**src/rtl/bpug_sequencer_pkg.sv**
```systemverilog
// Shared definitions for the BPUG sequencer: BPU opcodes, instruction bit positions,
// FSM state encodings and the tag carried alongside each memory read.
package bnn_pkg;

    localparam int unsigned INSTR_W = 10;

    localparam logic [4:0] OP_NOP  = 5'd0;
    localparam logic [4:0] OP_CLR  = 5'd1;
    localparam logic [4:0] OP_CALC = 5'd2;

    localparam int unsigned IDX_DSEL = 5;
    localparam int unsigned IDX_WEN  = 6;
    localparam int unsigned IDX_IEN  = 7;
    localparam int unsigned IDX_UP   = 8;
    localparam int unsigned IDX_ISEL = 9;

    typedef enum logic [2:0] {
        ST_IDLE,
        ST_LD_WGT,
        ST_LD_IMG_LO,
        ST_LD_IMG_HI,
        ST_CALC0,
        ST_CALC1,
        ST_SHIFT,
        ST_DONE
    } state_t;

    typedef enum logic [1:0] {
        PH_CLR,
        PH_CALC,
        PH_WAIT,
        PH_RES
    } calc_ph_t;

    typedef struct packed {
        logic wen;
        logic ien;
        logic isel;
    } rd_tag_t;

    function automatic logic [INSTR_W-1:0] op_instr(input logic [4:0] op, input logic dsel);
        logic [INSTR_W-1:0] v;
        v           = '0;
        v[4:0]      = op;
        v[IDX_DSEL] = dsel;
        return v;
    endfunction

    function automatic logic [INSTR_W-1:0] load_instr(input rd_tag_t t);
        logic [INSTR_W-1:0] v;
        v           = '0;
        v[IDX_WEN]  = t.wen;
        v[IDX_IEN]  = t.ien;
        v[IDX_ISEL] = t.isel;
        return v;
    endfunction

endpackage

```
**src/rtl/bpug_sequencer_if.sv**
```systemverilog
// Bundle of the layer-controller, memory and BPUG-facing signals of the sequencer.
// slave = the sequencer itself, master = whatever drives it.
interface bpug_sequencer_if
    import bnn_pkg::*;
#(
    parameter int unsigned ADDR_W = 16,
    parameter int unsigned STEP_W = 8
);
    logic                start;
    logic [ADDR_W-1:0]   wgt_base;
    logic [ADDR_W-1:0]   img_base;
    logic [STEP_W-1:0]   num_steps;
    logic                mem_rd_en;
    logic [ADDR_W-1:0]   mem_addr;
    logic [7:0]          mem_rd_data;
    logic [7:0]          data_out;
    logic [INSTR_W-1:0]  instruction_out;
    logic                sel_out;
    logic                res_valid;
    logic                res_col;
    logic                busy;
    logic                done;

    modport slave (
        input  start, wgt_base, img_base, num_steps, mem_rd_data,
        output mem_rd_en, mem_addr, data_out, instruction_out, sel_out,
               res_valid, res_col, busy, done
    );

    modport master (
        output start, wgt_base, img_base, num_steps, mem_rd_data,
        input  mem_rd_en, mem_addr, data_out, instruction_out, sel_out,
               res_valid, res_col, busy, done
    );

endinterface

```
**src/rtl/bpug_sequencer_rd_pipe.sv**
```systemverilog
// One-stage delay that lines the load enables up with the cycle the read byte
// appears on mem_rd_data.
module bpug_rd_pipe
    import bnn_pkg::*;
(
    input  logic    clk,
    input  logic    rst,
    input  logic    i_valid,
    input  rd_tag_t i_tag,
    output logic    o_valid,
    output rd_tag_t o_tag
);

    logic    r_valid;
    rd_tag_t r_tag;

    always_ff @(posedge clk) begin
        if (rst) begin
            r_valid <= 1'b0;
            r_tag   <= '0;
        end else begin
            r_valid <= i_valid;
            r_tag   <= i_tag;
        end
    end

    assign o_valid = r_valid;
    assign o_tag   = r_tag;

endmodule

```
**src/rtl/bpug_sequencer.sv**
```systemverilog
// Issues weight/image reads and BPU instructions for one BPUG group: weight load,
// 16-row image window, then num_steps CALC pairs separated by one-row slides.
module bpug_sequencer
    import bnn_pkg::*;
#(
    parameter int unsigned ADDR_W    = 16,
    parameter int unsigned STEP_W    = 8,
    parameter int unsigned CALC_LAT  = 2,
    parameter int unsigned WGT_BYTES = 56
)
(
    input  logic              clk,
    input  logic              rst,
    bpug_sequencer_if.slave   bus
);

    localparam int unsigned       CNT_W  = 8;
    localparam logic [CNT_W-1:0]  C_WGT  = CNT_W'(WGT_BYTES);
    localparam logic [CNT_W-1:0]  C_ROWS = CNT_W'(8);
    localparam logic [CNT_W-1:0]  C_LAT1 = CNT_W'(CALC_LAT - 1);

    state_t              r_state;
    calc_ph_t            r_ph;
    logic [CNT_W-1:0]    r_cnt;
    logic [STEP_W-1:0]   r_step;
    logic [STEP_W-1:0]   r_nsteps;
    logic [ADDR_W-1:0]   r_iptr;
    logic [ADDR_W-1:0]   r_addr;
    logic                r_rd_en;
    rd_tag_t             r_tag;
    logic [INSTR_W-1:0]  r_instr;
    logic                r_sel;
    logic                r_res_valid;
    logic                r_res_col;
    logic                r_busy;
    logic                r_done;

    logic                w_pipe_valid;
    rd_tag_t             w_pipe_tag;
    logic [INSTR_W-1:0]  w_instr;
    logic [STEP_W-1:0]   w_step_nxt;
    logic [CNT_W-1:0]    w_load_len;
    logic                w_calc1;

    bpug_rd_pipe u_rd_pipe (
        .clk     (clk),
        .rst     (rst),
        .i_valid (r_rd_en),
        .i_tag   (r_tag),
        .o_valid (w_pipe_valid),
        .o_tag   (w_pipe_tag)
    );

    assign w_step_nxt = r_step + 1'b1;
    assign w_load_len = (r_state == ST_LD_WGT) ? C_WGT : C_ROWS;
    assign w_calc1    = (r_state == ST_CALC1);

    // Load enables and FSM ops never overlap: loads fully drain before any op cycle.
    always_comb begin
        w_instr = r_instr;
        if (w_pipe_valid) begin
            w_instr = w_instr | load_instr(w_pipe_tag);
        end
    end

    always_ff @(posedge clk) begin
        if (rst) begin
            r_state     <= ST_IDLE;
            r_ph        <= PH_CLR;
            r_cnt       <= '0;
            r_step      <= '0;
            r_nsteps    <= '0;
            r_iptr      <= '0;
            r_addr      <= '0;
            r_rd_en     <= 1'b0;
            r_tag       <= '0;
            r_instr     <= '0;
            r_sel       <= 1'b0;
            r_res_valid <= 1'b0;
            r_res_col   <= 1'b0;
            r_busy      <= 1'b0;
            r_done      <= 1'b0;
        end else begin
            case (r_state)
                ST_IDLE: begin
                    if (bus.start) begin
                        r_state  <= ST_LD_WGT;
                        r_busy   <= 1'b1;
                        r_nsteps <= bus.num_steps;
                        r_step   <= '0;
                        r_iptr   <= bus.img_base;
                        r_addr   <= bus.wgt_base;
                        r_rd_en  <= 1'b1;
                        r_cnt    <= CNT_W'(1);
                        r_tag    <= '{wen: 1'b1, ien: 1'b0, isel: 1'b0};
                    end
                end

                ST_LD_WGT, ST_LD_IMG_LO, ST_LD_IMG_HI: begin
                    if (r_rd_en) begin
                        if (r_cnt == w_load_len) begin
                            r_rd_en <= 1'b0;
                        end else begin
                            r_cnt <= r_cnt + 1'b1;
                            if (r_state == ST_LD_WGT) begin
                                r_addr <= r_addr + 1'b1;
                            end else begin
                                r_addr <= r_iptr;
                                r_iptr <= r_iptr + 1'b1;
                            end
                        end
                    end else begin
                        // Last byte's data cycle: hand over to the next phase.
                        case (r_state)
                            ST_LD_WGT: begin
                                r_state <= ST_LD_IMG_LO;
                                r_rd_en <= 1'b1;
                                r_addr  <= r_iptr;
                                r_iptr  <= r_iptr + 1'b1;
                                r_cnt   <= CNT_W'(1);
                                r_tag   <= '{wen: 1'b0, ien: 1'b1, isel: 1'b0};
                            end
                            ST_LD_IMG_LO: begin
                                r_state <= ST_LD_IMG_HI;
                                r_rd_en <= 1'b1;
                                r_addr  <= r_iptr;
                                r_iptr  <= r_iptr + 1'b1;
                                r_cnt   <= CNT_W'(1);
                                r_tag   <= '{wen: 1'b0, ien: 1'b1, isel: 1'b1};
                            end
                            default: begin
                                if (r_nsteps == '0) begin
                                    r_state <= ST_DONE;
                                    r_done  <= 1'b1;
                                    r_busy  <= 1'b0;
                                end else begin
                                    r_state <= ST_CALC0;
                                    r_ph    <= PH_CLR;
                                    r_instr <= op_instr(OP_CLR, 1'b0);
                                end
                            end
                        endcase
                    end
                end

                ST_CALC0, ST_CALC1: begin
                    case (r_ph)
                        PH_CLR: begin
                            r_instr <= op_instr(OP_CALC, w_calc1);
                            r_sel   <= 1'b1;
                            r_ph    <= PH_CALC;
                        end
                        PH_CALC: begin
                            r_instr <= op_instr(OP_NOP, 1'b0);
                            r_sel   <= 1'b0;
                            if (CALC_LAT <= 1) begin
                                r_res_valid <= 1'b1;
                                r_res_col   <= w_calc1;
                                r_ph        <= PH_RES;
                            end else begin
                                r_cnt <= CNT_W'(1);
                                r_ph  <= PH_WAIT;
                            end
                        end
                        PH_WAIT: begin
                            if (r_cnt == C_LAT1) begin
                                r_res_valid <= 1'b1;
                                r_res_col   <= w_calc1;
                                r_ph        <= PH_RES;
                            end else begin
                                r_cnt <= r_cnt + 1'b1;
                            end
                        end
                        default: begin
                            r_res_valid <= 1'b0;
                            r_res_col   <= 1'b0;
                            r_ph        <= PH_CLR;
                            if (!w_calc1) begin
                                r_state <= ST_CALC1;
                                r_instr <= op_instr(OP_CLR, 1'b0);
                            end else begin
                                r_step <= w_step_nxt;
                                if (w_step_nxt == r_nsteps) begin
                                    r_state <= ST_DONE;
                                    r_done  <= 1'b1;
                                    r_busy  <= 1'b0;
                                end else begin
                                    r_state          <= ST_SHIFT;
                                    r_instr          <= '0;
                                    r_instr[IDX_UP]  <= 1'b1;
                                    r_sel            <= 1'b1;
                                end
                            end
                        end
                    endcase
                end

                ST_SHIFT: begin
                    r_instr <= '0;
                    r_sel   <= 1'b0;
                    r_state <= ST_LD_IMG_HI;
                    r_rd_en <= 1'b1;
                    r_addr  <= r_iptr;
                    r_iptr  <= r_iptr + 1'b1;
                    r_cnt   <= CNT_W'(1);
                    r_tag   <= '{wen: 1'b0, ien: 1'b1, isel: 1'b1};
                end

                default: begin
                    r_done  <= 1'b0;
                    r_state <= ST_IDLE;
                end
            endcase
        end
    end

    assign bus.mem_rd_en       = r_rd_en;
    assign bus.mem_addr        = r_addr;
    assign bus.data_out        = bus.mem_rd_data;
    assign bus.instruction_out = w_instr;
    assign bus.sel_out         = r_sel | (w_pipe_valid & w_pipe_tag.wen);
    assign bus.res_valid       = r_res_valid;
    assign bus.res_col         = r_res_col;
    assign bus.busy            = r_busy;
    assign bus.done            = r_done;

endmodule

```
**src/flat_wrapper.sv**
```systemverilog
// flat-port wrapper written by rule: the top's interface ports become plain ports
module bpug_sequencer_flat import bnn_pkg::*;
#(
    parameter int unsigned ADDR_W    = 16,
    parameter int unsigned STEP_W    = 8,
    parameter int unsigned CALC_LAT  = 2,
    parameter int unsigned WGT_BYTES = 56
)
  (clk, rst, bus_start, bus_wgt_base, bus_img_base, bus_num_steps, bus_mem_rd_data, bus_mem_rd_en, bus_mem_addr, bus_data_out, bus_instruction_out, bus_sel_out, bus_res_valid, bus_res_col, bus_busy, bus_done);
  bpug_sequencer_if #(.ADDR_W(ADDR_W), .STEP_W(STEP_W)) bus_i ();
  input  logic clk;
  input  logic rst;
  input wire logic [$bits(bus_i.start)-1:0] bus_start;
  input wire logic [$bits(bus_i.wgt_base)-1:0] bus_wgt_base;
  input wire logic [$bits(bus_i.img_base)-1:0] bus_img_base;
  input wire logic [$bits(bus_i.num_steps)-1:0] bus_num_steps;
  input wire logic [$bits(bus_i.mem_rd_data)-1:0] bus_mem_rd_data;
  output wire logic [$bits(bus_i.mem_rd_en)-1:0] bus_mem_rd_en;
  output wire logic [$bits(bus_i.mem_addr)-1:0] bus_mem_addr;
  output wire logic [$bits(bus_i.data_out)-1:0] bus_data_out;
  output wire logic [$bits(bus_i.instruction_out)-1:0] bus_instruction_out;
  output wire logic [$bits(bus_i.sel_out)-1:0] bus_sel_out;
  output wire logic [$bits(bus_i.res_valid)-1:0] bus_res_valid;
  output wire logic [$bits(bus_i.res_col)-1:0] bus_res_col;
  output wire logic [$bits(bus_i.busy)-1:0] bus_busy;
  output wire logic [$bits(bus_i.done)-1:0] bus_done;
  assign bus_i.start = bus_start;
  assign bus_i.wgt_base = bus_wgt_base;
  assign bus_i.img_base = bus_img_base;
  assign bus_i.num_steps = bus_num_steps;
  assign bus_i.mem_rd_data = bus_mem_rd_data;
  assign bus_mem_rd_en = bus_i.mem_rd_en;
  assign bus_mem_addr = bus_i.mem_addr;
  assign bus_data_out = bus_i.data_out;
  assign bus_instruction_out = bus_i.instruction_out;
  assign bus_sel_out = bus_i.sel_out;
  assign bus_res_valid = bus_i.res_valid;
  assign bus_res_col = bus_i.res_col;
  assign bus_busy = bus_i.busy;
  assign bus_done = bus_i.done;
  bpug_sequencer #(.ADDR_W(ADDR_W), .STEP_W(STEP_W), .CALC_LAT(CALC_LAT), .WGT_BYTES(WGT_BYTES)) u_core (.clk(clk), .rst(rst), .bus(bus_i));
endmodule
```
**config.mk**
```make
export PLATFORM = sky130hd
export DESIGN_NAME = bpug_sequencer_flat
export DESIGN_NICKNAME = d
export VERILOG_FILES = /design/src/rtl/bpug_sequencer_pkg.sv /design/src/rtl/bpug_sequencer_if.sv /design/src/rtl/bpug_sequencer_rd_pipe.sv /design/src/rtl/bpug_sequencer.sv /design/src/flat_wrapper.sv
export SDC_FILE = /design/constraint.sdc
export NUM_CORES = 1
export LEC_CHECK = 0
export CAP_MARGIN = 20
export CORE_MARGIN = 1.5
export CORE_UTILIZATION = 50
export DETAILED_ROUTE_END_ITERATION = 10
export MAX_ROUTING_LAYER = met4
export PLACE_DENSITY = 0.75
export SLEW_MARGIN = 30
export SYNTH_ARGS = -nofsm -noshare
export SYNTH_HDL_FRONTEND = slang
export SYNTH_SLANG_ARGS = --single-unit
```
**constraint.sdc**
```tcl
create_clock -name clk -period 3.7 [get_ports clk]
set_input_delay 0.555 -clock clk [delete_from_list [all_inputs] [get_ports clk]]
set_output_delay 0.555 -clock clk [all_outputs]
set_load 0.03 [all_outputs]
```
==> flow_summary.ini <==
[clocking]
cts_max_level = 3
clk_pin_slew_ns = 0.08
cts_buffers = 9
postCtsSetupBuffers = 0
clkLatencyLatePin_ns = 0.36
cts_root_buf = clkbuf_8
cts_resized = 0
cts_hold_buf = 0
cts_tree = built
clk_path_buf_depth = 2
clock-sinks = 78

[global_routing]
antenna_found_initial = 0
overflow = 0
grtUsageTotal = 0.271
grt_pass1_vias = 4539
grt_pass1_wl_um = 22100
grt_max_degree = 72

[placement]
place_ws_ns = 0.700
place_congestion = 0.940
placed_cell_area_mm2 = 0.00571
io_buffers = 71
place_hpwl_um = 9650

[floorplan]
die_w_um = 103
core-area_mm2 = 0.00973
pin_count = 91
die_area_mm2 = 0.0106
num_rows = 36
start_util = 0.515
die_h_um = 103

[sta]
report.final.hold_viol_count = 0
maxSlewHeadroom = 0.489
final-setup-viol-count = 0
post-route-period-util = 0.840
fin_crit_ns = 3.11
rsz0062_at_grt = no
slew_viol_final = 0
layout_setup_ws_ns = 0.592
skew_ns = 0.0114
worst_pin_slew_ns = 0.767
fmax_mhz = 322
setup_tns_ns = 0

[critical_path]
critPathLaunchType = flop
cpPeakStageDelay_ns = 0.73
crit_path_max_fanout = 21
crit_path_top_delay_cell = dfxtp_1
r2r_start = u_core.r_state[1]
critical_path_required_ns = 3.96
ff2ff_setup_slack_ns = 0.59
crit_buf_inv = 0
critPathArrivalTime_ns = 3.37
critPathTopFamily = simple AND/OR/NAND/NOR gates
path_common_cell = nor3_1
r2r_end = u_core.bus.mem_addr[12]
worstPathCellList = ha_1 > o21ai_0 > nor3_1 > or2_2 > nor3_1 > a32o_1
path_class = reg -> reg
reg2reg_depth = 6
crit_path_end_kind = flop

[detailed_routing]
first_pass_iters = 6
wire_per_inst_um = 16.1
via_count = 5067
post-route-drc-count = 0
wirelength_um = 13700
drtIter0Drc = 530
drtAntennaViolNets = 0
routed_via_density = 5.94

[power]
p_leak_nw = 2.07
power_frac_clock = 0.158
p_sw_mw = 2.10
seq_power_share = 0.307
ir_worst_vdd_v = 0.000390
sw_frac_of_total = 0.469
combPwrFrac = 0.535
p_int_mw = 2.38
power.density_mw_per_mm2 = 756

[synth]
synthFlopType = dfxtp_1
synthArstFlopShare = 0
ys_warn_count = 0
syn_avg_cell_area_um2 = 7.43
netlist_area_mm2 = 0.00501
synthCells = 674
synth_edf_count = 0
synth_top_area_cell = dfxtp_1
synth-seq-cells = 78
yosys.area.top_type_share = 0.312
synthTopCellsByCount = nand2_1 (85), dfxtp_1 (78), nor2_1 (73)
ys_types = 69
synth.area.top_cells = dfxtp_1 (31%), a21oi_1 (6.9%), nand2_1 (6.4%)
yosysMostFrequentCell = nand2_1
ys_seq_area_frac = 0.312

[final_layout]
final_layout_size_suffix_gt1_frac = 0.0667
final_area_mm2 = 0.00592
antennaDiodeCount = 0
nets = 780
syn_to_final_growth_pct = 18.2

[status]
status = finished, final reports clean

[worst_hold_path]
hold_start = u_core.r_tag[1]
hold_path_class = reg -> reg
hold_end = u_core.u_rd_pipe.o_tag[1]
whs_path_depth = 1

[job]
maxCapViolCount = 0
==> layer usage <==
layer / GRT usage / share of wire
met5: - / 0
met4: 0.0655 / 0.014
met2: 0.406 / 0.45
met1: 0.373 / 0.47
met3: 0.0556 / 0.065
==> worst max path at each step <==
stage / startpoint / to / depth (start not counted)
2_1_floorplan: u_core.r_state[2] / u_core.r_cnt[7] / 12
3_3_place_gp: u_core.r_state[1] / u_core.r_cnt[7] / 8
3_5_place_dp: u_core.r_state[1] / u_core.bus.mem_addr[12] / 6
4_1_cts: u_core.r_state[1] / u_core.bus.mem_addr[12] / 6
5_1_grt: u_core.r_state[1] / u_core.r_iptr[2] / 8
6_report: u_core.r_state[1] / u_core.bus.mem_addr[12] / 6
==> sequential cells by signal (all words and copies together), names as in the netlist, 2 cells and up <==
register                flops
u_core.r_cnt                8
u_core.r_iptr              16
u_core.r_state              3
u_core.r_nsteps             8
u_core.r_instr              4
u_core.bus.mem_addr        16
u_core.r_tag                3
u_core.u_rd_pipe.o_tag      3
u_core.r_step               8
u_core.r_ph                 2
==> area by class of cell <==
cell class / instances / area [um^2]
fill: 917 / 3810
clock buffer: 10 / 128
multi-input combinational: 531 / 3150
clock inverter: 6 / 86.3
inverter: 15 / 56.3
tap: 133 / 166
timing repair buffer: 80 / 773
sequential: 78 / 1560
==> placed cells by master (no fill, tap or decap), types with 3 or more instances in the layout <==
master / n
clkdlybuf4s50_1: 70
o31ai_1: 3
nor2_1: 73
a31oi_1: 6
nand3_1: 20
or2_2: 3
a31o_2: 3
a221oi_1: 7
xor2_1: 8
a211oi_1: 12
buf_4: 9
a22oi_1: 5
o211ai_1: 14
a2bb2oi_1: 3
o21ai_0: 47
mux2i_1: 8
a22o_1: 3
inv_1: 14
and2_1: 9
nand2b_1: 10
dfxtp_1: 78
ha_1: 14
a21oi_1: 68
nand2_1: 85
o22ai_1: 4
nand4_1: 11
or3_1: 5
xnor2_1: 18
and3_1: 6
clkbuf_8: 9
conb_1: 3
nor2b_1: 10
nor3_1: 24
==> cell families (layout without fill, tap and decap cells) <==
kind of cell / count (synthesis) / count (layout) / synth area share
compound gates: 199 / 199 / 0.252
fa+ha+maj: 14 / 14 / 0.0350
buf+inv: 67 / 111 / 0.0635
flops: 78 / 78 / 0.312
mux: 11 / 11 / 0.0227
other cells: 1 / 3 / 0.000749
xor+xnor: 26 / 26 / 0.0455
simple gates: 278 / 278 / 0.269
==> through the flow <==
step	hold slack, ns	total power, mW	utilization	cells
2_1_floorplan	0.433	3.09	-	676
3_3_place_gp	0.448	3.67	0.586	837
3_5_place_dp	0.464	3.73	0.586	837
4_1_cts	0.475	4.45	0.608	853
5_1_grt	0.493	4.80	0.608	853
6_report	0.476	4.48	0.608	853
==> power by group through the flow <==
| stage | clock network (mW) | registers [mW] | logic [mW] |
|---|---|---|---|
| 4_1_cts | 0.718 | 1.36 | 2.37 |
| 3_3_place_gp | 0 | 1.37 | 2.30 |
| 2_1_floorplan | 0 | 1.39 | 1.70 |
| 3_5_place_dp | 0 | 1.38 | 2.35 |
| 6_report | 0.708 | 1.37 | 2.39 |
| 5_1_grt | 0.745 | 1.41 | 2.65 |
(Power assumes the default switching activity.)
